[config.mk]
export PLATFORM = sky130hd
export DESIGN_NAME = uart_tx_fifo_send
export DESIGN_NICKNAME = d
export VERILOG_FILES = /design/src/rtl/uart_tx_fifo_send.sv
export SDC_FILE = /design/constraint.sdc
export NUM_CORES = 1
export LEC_CHECK = 0
export ABC_AREA = 1
export CAP_MARGIN = 30
export CORE_UTILIZATION = 50
export CTS_CLUSTER_SIZE = 12
export DETAILED_ROUTE_END_ITERATION = 6
export MAX_ROUTING_LAYER = met4
export PLACE_DENSITY = 0.64
export SYNTH_ARGS = -nofsm -noshare
export SYNTH_HDL_FRONTEND = slang
export SYNTH_SLANG_ARGS = --single-unit
[constraint.sdc]
create_clock -name clk -period 5.05 [get_ports clk]
set_clock_uncertainty 0.15 [all_clocks]
set_input_delay 1.01 -clock clk [delete_from_list [all_inputs] [get_ports clk]]
set_output_delay 1.01 -clock clk [all_outputs]
set_load 0.02 [all_outputs]
[src/rtl/uart_tx_fifo_send.sv]
// rtl/uart_tx_fifo_send.sv - FIFO-buffered 8N1 UART transmitter; `define UART_TX_PARITY_EN adds an even-parity bit
module uart_tx_fifo_send #(
    parameter int CLK_FREQ = 50000000,
    parameter int BAUD     = 115200,
    parameter int FIFO_AW  = 5
) (
    input  logic               clk,
    input  logic               reset,
    input  logic               wr_en,
    input  logic [7:0]         wr_data,
    output logic               fifo_full,
    output logic               fifo_empty,
    output logic [FIFO_AW:0]   fifo_level,
    output logic               overflow,
    output logic               tx,
    output logic               tx_busy,
    output logic               tx_done
);
    localparam int CLKS_PER_BIT = CLK_FREQ / BAUD;
    localparam int CW           = $clog2(CLKS_PER_BIT);
    localparam int DEPTH        = 2 ** FIFO_AW;

`ifdef UART_TX_PARITY_EN
    typedef enum logic [2:0] {IDLE, START, DATA, PARITY, STOP} state_t;
`else
    typedef enum logic [1:0] {IDLE, START, DATA, STOP} state_t;
`endif

    logic [7:0]       mem [DEPTH];
    logic [FIFO_AW:0] wr_ptr;
    logic [FIFO_AW:0] rd_ptr;
    logic [7:0]       head;
    logic             push;
    logic             pop;
    logic             baud_tick;

    state_t           state;
    logic [CW-1:0]    baud_cnt;
    logic [2:0]       bit_cnt;
    logic [7:0]       shift;
`ifdef UART_TX_PARITY_EN
    logic             parity_bit;
`endif

    // Flags derive only from the registered pointers, so a same-cycle pop never frees a slot early.
    assign fifo_level = wr_ptr - rd_ptr;
    assign fifo_empty = (wr_ptr == rd_ptr);
    assign fifo_full  = (wr_ptr[FIFO_AW] != rd_ptr[FIFO_AW]) &&
                        (wr_ptr[FIFO_AW-1:0] == rd_ptr[FIFO_AW-1:0]);
    assign head       = mem[rd_ptr[FIFO_AW-1:0]];
    assign push       = wr_en && !fifo_full;
    assign pop        = (state == IDLE) && !fifo_empty;
    assign baud_tick  = (baud_cnt == CW'(CLKS_PER_BIT - 1));

    always_ff @(posedge clk) begin
        if (push) begin
            mem[wr_ptr[FIFO_AW-1:0]] <= wr_data;
        end
    end

    always_ff @(posedge clk) begin
        if (reset) begin
            wr_ptr   <= '0;
            rd_ptr   <= '0;
            overflow <= 1'b0;
        end else begin
            overflow <= wr_en && fifo_full;
            if (push) begin
                wr_ptr <= wr_ptr + 1'b1;
            end
            if (pop) begin
                rd_ptr <= rd_ptr + 1'b1;
            end
        end
    end

    always_ff @(posedge clk) begin
        if (reset) begin
            state    <= IDLE;
            tx       <= 1'b1;
            tx_busy  <= 1'b0;
            tx_done  <= 1'b0;
            baud_cnt <= '0;
            bit_cnt  <= '0;
            shift    <= '0;
`ifdef UART_TX_PARITY_EN
            parity_bit <= 1'b0;
`endif
        end else begin
            tx_done  <= 1'b0;
            baud_cnt <= baud_tick ? '0 : baud_cnt + 1'b1;
            case (state)
                IDLE: begin
                    tx       <= 1'b1;
                    baud_cnt <= '0;
                    if (pop) begin
                        shift   <= head;
`ifdef UART_TX_PARITY_EN
                        parity_bit <= ^head;
`endif
                        state   <= START;
                        tx      <= 1'b0;
                        tx_busy <= 1'b1;
                    end
                end
                START: begin
                    if (baud_tick) begin
                        state   <= DATA;
                        bit_cnt <= '0;
                        tx      <= shift[0];
                    end
                end
                DATA: begin
                    if (baud_tick) begin
                        shift <= shift >> 1;
                        if (bit_cnt == 3'd7) begin
`ifdef UART_TX_PARITY_EN
                            state <= PARITY;
                            tx    <= parity_bit;
`else
                            state <= STOP;
                            tx    <= 1'b1;
`endif
                        end else begin
                            bit_cnt <= bit_cnt + 1'b1;
                            tx      <= shift[1];
                        end
                    end
                end
`ifdef UART_TX_PARITY_EN
                PARITY: begin
                    if (baud_tick) begin
                        state <= STOP;
                        tx    <= 1'b1;
                    end
                end
`endif
                STOP: begin
                    if (baud_tick) begin
                        state   <= IDLE;
                        tx_busy <= 1'b0;
                        tx_done <= 1'b1;
                    end
                end
                default: state <= IDLE;
            endcase
        end
    end
endmodule
==> flow_results.org <==
** Outcome
- The run finished, with violations left.
- Violated checks :: design-rule violations

** Synth
- Net count after synthesis :: 1,335
- During synthesis, Yosys emitted a total of 0 warnings.
- Fraction of registers with async set or reset after synthesis :: 0%
- The synthesized design contains 299 register bits.
- Mapped Area :: 13,200 sq um
- In this run the biggest area consumer among cell types represents 58.4% of the synthesized area.
- By area the synthesized netlist is led by sky130_fd_sc_hd__edfxtp_1 (58%), sky130_fd_sc_hd__nand2_1 (13%), sky130_fd_sc_hd__nand3_1 (6.6%), sky130_fd_sc_hd__dfxtp_1 (6.5%), sky130_fd_sc_hd__inv_1 (3.8%).
- Of all cell types, the one taking the most synthesized area is sky130_fd_sc_hd__edfxtp_1.
- Cell variety after synth :: 41
- Sequential elements use 64.9% of the synthesized area.
- Average size of a mapped cell :: 10.1 sq um
- Most instantiated flip-flop cell in the synthesis netlist :: sky130_fd_sc_hd__edfxtp_1
- Number of synthesized flops with an enable pin :: 256
- Cell types with the highest counts after synthesis :: sky130_fd_sc_hd__nand2_1 (457), sky130_fd_sc_hd__edfxtp_1 (256), sky130_fd_sc_hd__nand3_1 (173)
- Number of standard cells after synthesis :: 1,305
- Among all cell types in the netlist, the one instantiated most often is sky130_fd_sc_hd__nand2_1.

** Drt
- The routed layout has 8,832 vias.
- The detailed router finished its first iteration with 773 violations.
- The detail route stage leaves a number of antenna-violating nets equal to 0.
- For this run, design rule violations remaining after detail routing come to 4.
- Via/cell ratio :: 5.29
- Number of optimization iterations in the first detailed-route pass :: 7
- Detailed-route wire length :: 30,500 um
- Dividing the detail-routed wire length by the instance count gives 18.3 um.

** CTS
- TritonCTS built the clock tree.
- Buffers added to address setup during post-CTS repair amount to 0.
- Number of buffers inserted for hold repair after clock tree synthesis :: 0
- Clock transition at the registers of the reported paths :: 0.06 ns
- The clock passes through at most 3 buffers.
- The root buffer cell chosen for the clock tree is sky130_fd_sc_hd__clkbuf_16.
- CTS built an H-tree with a depth of 1.
- Gates resized during post-CTS repair numbered 0.
- Clock latency reported for the late side of the worst-skew pair :: 0.55 ns
- Total CTS buffers :: 31
- Clk sink count :: 299

** Timing
- Setup violations remaining at the end of the flow were counted as 0.
- Tightest hold margin :: 0.314 ns
- In the finished design, the share of the clock period the worst path needs comes to 77.4%.
- Headroom to the max-slew limit came out at 30.0%.
- Derived from the worst setup path, the maximum achievable clock frequency is 256 MHz.
- Total negative setup slack :: 0 ns
- The worst path in the final design needs a cycle of 3.91 ns, including I/O delays and setup.
- RSZ-0062 raised after global routing :: false
- The max-slew violation total from the final report came to 0.
- Final Hold Violating Endpoints :: 0
- For the pin with the worst max-slew slack, the measured transition is 1.05 ns.

** Worst setup path
- Category of the critical setup timing path :: flop to primary output
- Tracing the worst setup path back leads to its startpoint at wr_ptr[2].
- Crit Path Max Fanout :: 6
- Worst endpoint data arrival time :: 2.75 ns
- RR Startpoint :: wr_ptr[0]
- STA classifies the critical path startpoint as a flop.
- Endpoint class of the critical path :: primary output
- Required time worst endpoint :: 3.89 ns

** Die
- In this run the horizontal extent of the chip is 164 um.
- I/O pin count :: 23
- Area of the core :: 26,000 sq um
- The floorplan step defined a die boundary enclosing 27,000 sq um.
- Y dimension of the die :: 164 um
- Initial Utilization :: 50.7%
- Number of standard-cell rows in the floorplan :: 59

** Power
- Largest vdd supply drop :: 0.000458 V
- Leakage power :: 5.71 nW
- Post-route total power :: 0.00701 W
- Power density over the cells :: 487 nW/um^2

** Cells and area
- Share of layout cells above drive strength 1 :: 6.53%
- Final non-filler cell total :: 1,668
- Counting the fill cells in the layout gives 2,315.
- Post-route design area :: 14,400 sq um
- Register area :: 8550 sq um
- The multi-input combinational cells in the finished layout cover a total of 3760 sq um.
- Nets :: 1,341
- Post-synthesis to final-layout area growth :: 9.39%

** Place
- At the end of routability-driven placement, the weighted congestion stood at 0.887.
- Once detailed placement completed, the half-perimeter wirelength came to 18,800 um.
- Buffers placed on the I/O ports in this run total 22.
- Post-Place Cell Area :: 13,500 sq um
- Counting tap cells, the placed design contains a total of 1,613 instances.

** Global route
- The number of global-route vias before repair came to 8,432.
- The number of antenna violations at the first check in global routing was 0.
- Global routing used 24.2% of the available tracks.
- The first global-routing pass estimated 47,000 um of wire.
- Entering global routing, the biggest net connects 92 pins.
- The total overflow left after global routing is 0.

** Worst hold path
- The tightest min-delay check is of the flop to flop type.
- The worst hold path begins at shift[7].

** Run
- MaxCap Viol Count :: 0
state kept, by name, summed over array words and instances, names as in the netlist, named ones only:
signal    flops
tx            1
baud_cnt      9
mem         256
bit_cnt       3
wr_ptr        6
tx_done       1
tx_busy       1
shift         8
overflow      1
rd_ptr        6
state         2
cell usage in the layout, fill, tap and decap left out, types with 3 or more instances in the layout:
| cell | synthesis | layout |
|---|---|---|
| sky130_fd_sc_hd__clkdlybuf4s50_1 | 0 | 15 |
| sky130_fd_sc_hd__nor3_1 | 8 | 8 |
| sky130_fd_sc_hd__clkbuf_16 | 0 | 31 |
| sky130_fd_sc_hd__buf_2 | 24 | 10 |
| sky130_fd_sc_hd__dfxtp_1 | 43 | 41 |
| sky130_fd_sc_hd__nor2_1 | 55 | 55 |
| sky130_fd_sc_hd__xor2_1 | 5 | 5 |
| sky130_fd_sc_hd__o21ai_0 | 15 | 15 |
| sky130_fd_sc_hd__o21ai_1 | 3 | 3 |
| sky130_fd_sc_hd__inv_1 | 132 | 132 |
| sky130_fd_sc_hd__clkbuf_1 | 10 | 11 |
| sky130_fd_sc_hd__nand4_1 | 11 | 11 |
| sky130_fd_sc_hd__ha_1 | 18 | 18 |
| sky130_fd_sc_hd__nand3_1 | 173 | 173 |
| sky130_fd_sc_hd__clkinv_1 | 1 | 7 |
| sky130_fd_sc_hd__edfxtp_1 | 256 | 256 |
| sky130_fd_sc_hd__a21oi_1 | 22 | 22 |
| sky130_fd_sc_hd__a21oi_2 | 8 | 8 |
| sky130_fd_sc_hd__inv_2 | 6 | 5 |
| sky130_fd_sc_hd__o211ai_1 | 7 | 7 |
| sky130_fd_sc_hd__nand2_1 | 457 | 457 |
| sky130_fd_sc_hd__clkinv_2 | 1 | 7 |
| sky130_fd_sc_hd__buf_4 | 7 | 5 |
| sky130_fd_sc_hd__nand2_2 | 3 | 3 |
worst max-delay path, cell delays in order (launching register included):
cell and delay (ns):
sky130_fd_sc_hd__dfxtp_1 0.44, sky130_fd_sc_hd__ha_1 0.32, sky130_fd_sc_hd__a21oi_1 0.16, sky130_fd_sc_hd__o21ai_0 0.16, sky130_fd_sc_hd__a21oi_1 0.19, sky130_fd_sc_hd__nor2_1 0.06, sky130_fd_sc_hd__nor2_1 0.11, sky130_fd_sc_hd__xor2_1 0.15
sky130_fd_sc_hd__clkdlybuf4s50_1 0.62
per-stage QoR:
| stage | setup WS, ns | util, % |
|---|---|---|
| floorplan | 2.25 | - |
| global placement | 1.47 | 51.9 |
| detailed placement | 1.41 | 52.1 |
| CTS | 1.13 | 55.4 |
| global route | 0.955 | 55.4 |
| finish | 1.14 | 55.5 |
final cells by class:
class	count	share of cell area, %
inverters	141	3.71
well taps	335	2.91
clock inverters	11	0.330
multi-input cells	807	26.1
flip-flops and latches	299	59.4
clock buffers	43	5.77
diodes	1	0.0174
repair buffers	31	1.84
metal layers:
| metal | routed length (um) | global-route usage [%] |
|---|---|---|
| met4 | 759 | 7.11 |
| met5 | 0 | - |
| met1 | 13600 | 33.3 |
| met3 | 2100 | 4.57 |
| met2 | 14000 | 36.6 |
report_power, final:
part | switching (W) | internal [W] | leakage [nW]
registers | 0.000105 | 0.00276 | 2.66
clock network | 0.000872 | 0.00113 | 0.431
logic | 0.00147 | 0.000671 | 2.63
final timing paths:
path / depth (start not counted) / end / slack, ns
max: 8 / fifo_level[5] / 1.14
min: 2 / shift[7] / 0.31
max reg2reg: 9 / mem[14][5] / 1.79
min reg2reg: 2 / shift[7] / 0.31
cell families after synthesis:
kind of cell	share of synthesized area [%]
and+or+nand+nor	23.6
xor gates and xnor gates	0.522
AOI/OAI and AO/OA	2.57
buffers and inverters	6.58
DFF	64.9
adders and majority gates	1.86
Note: power is estimated with default switching activity, not from simulation.
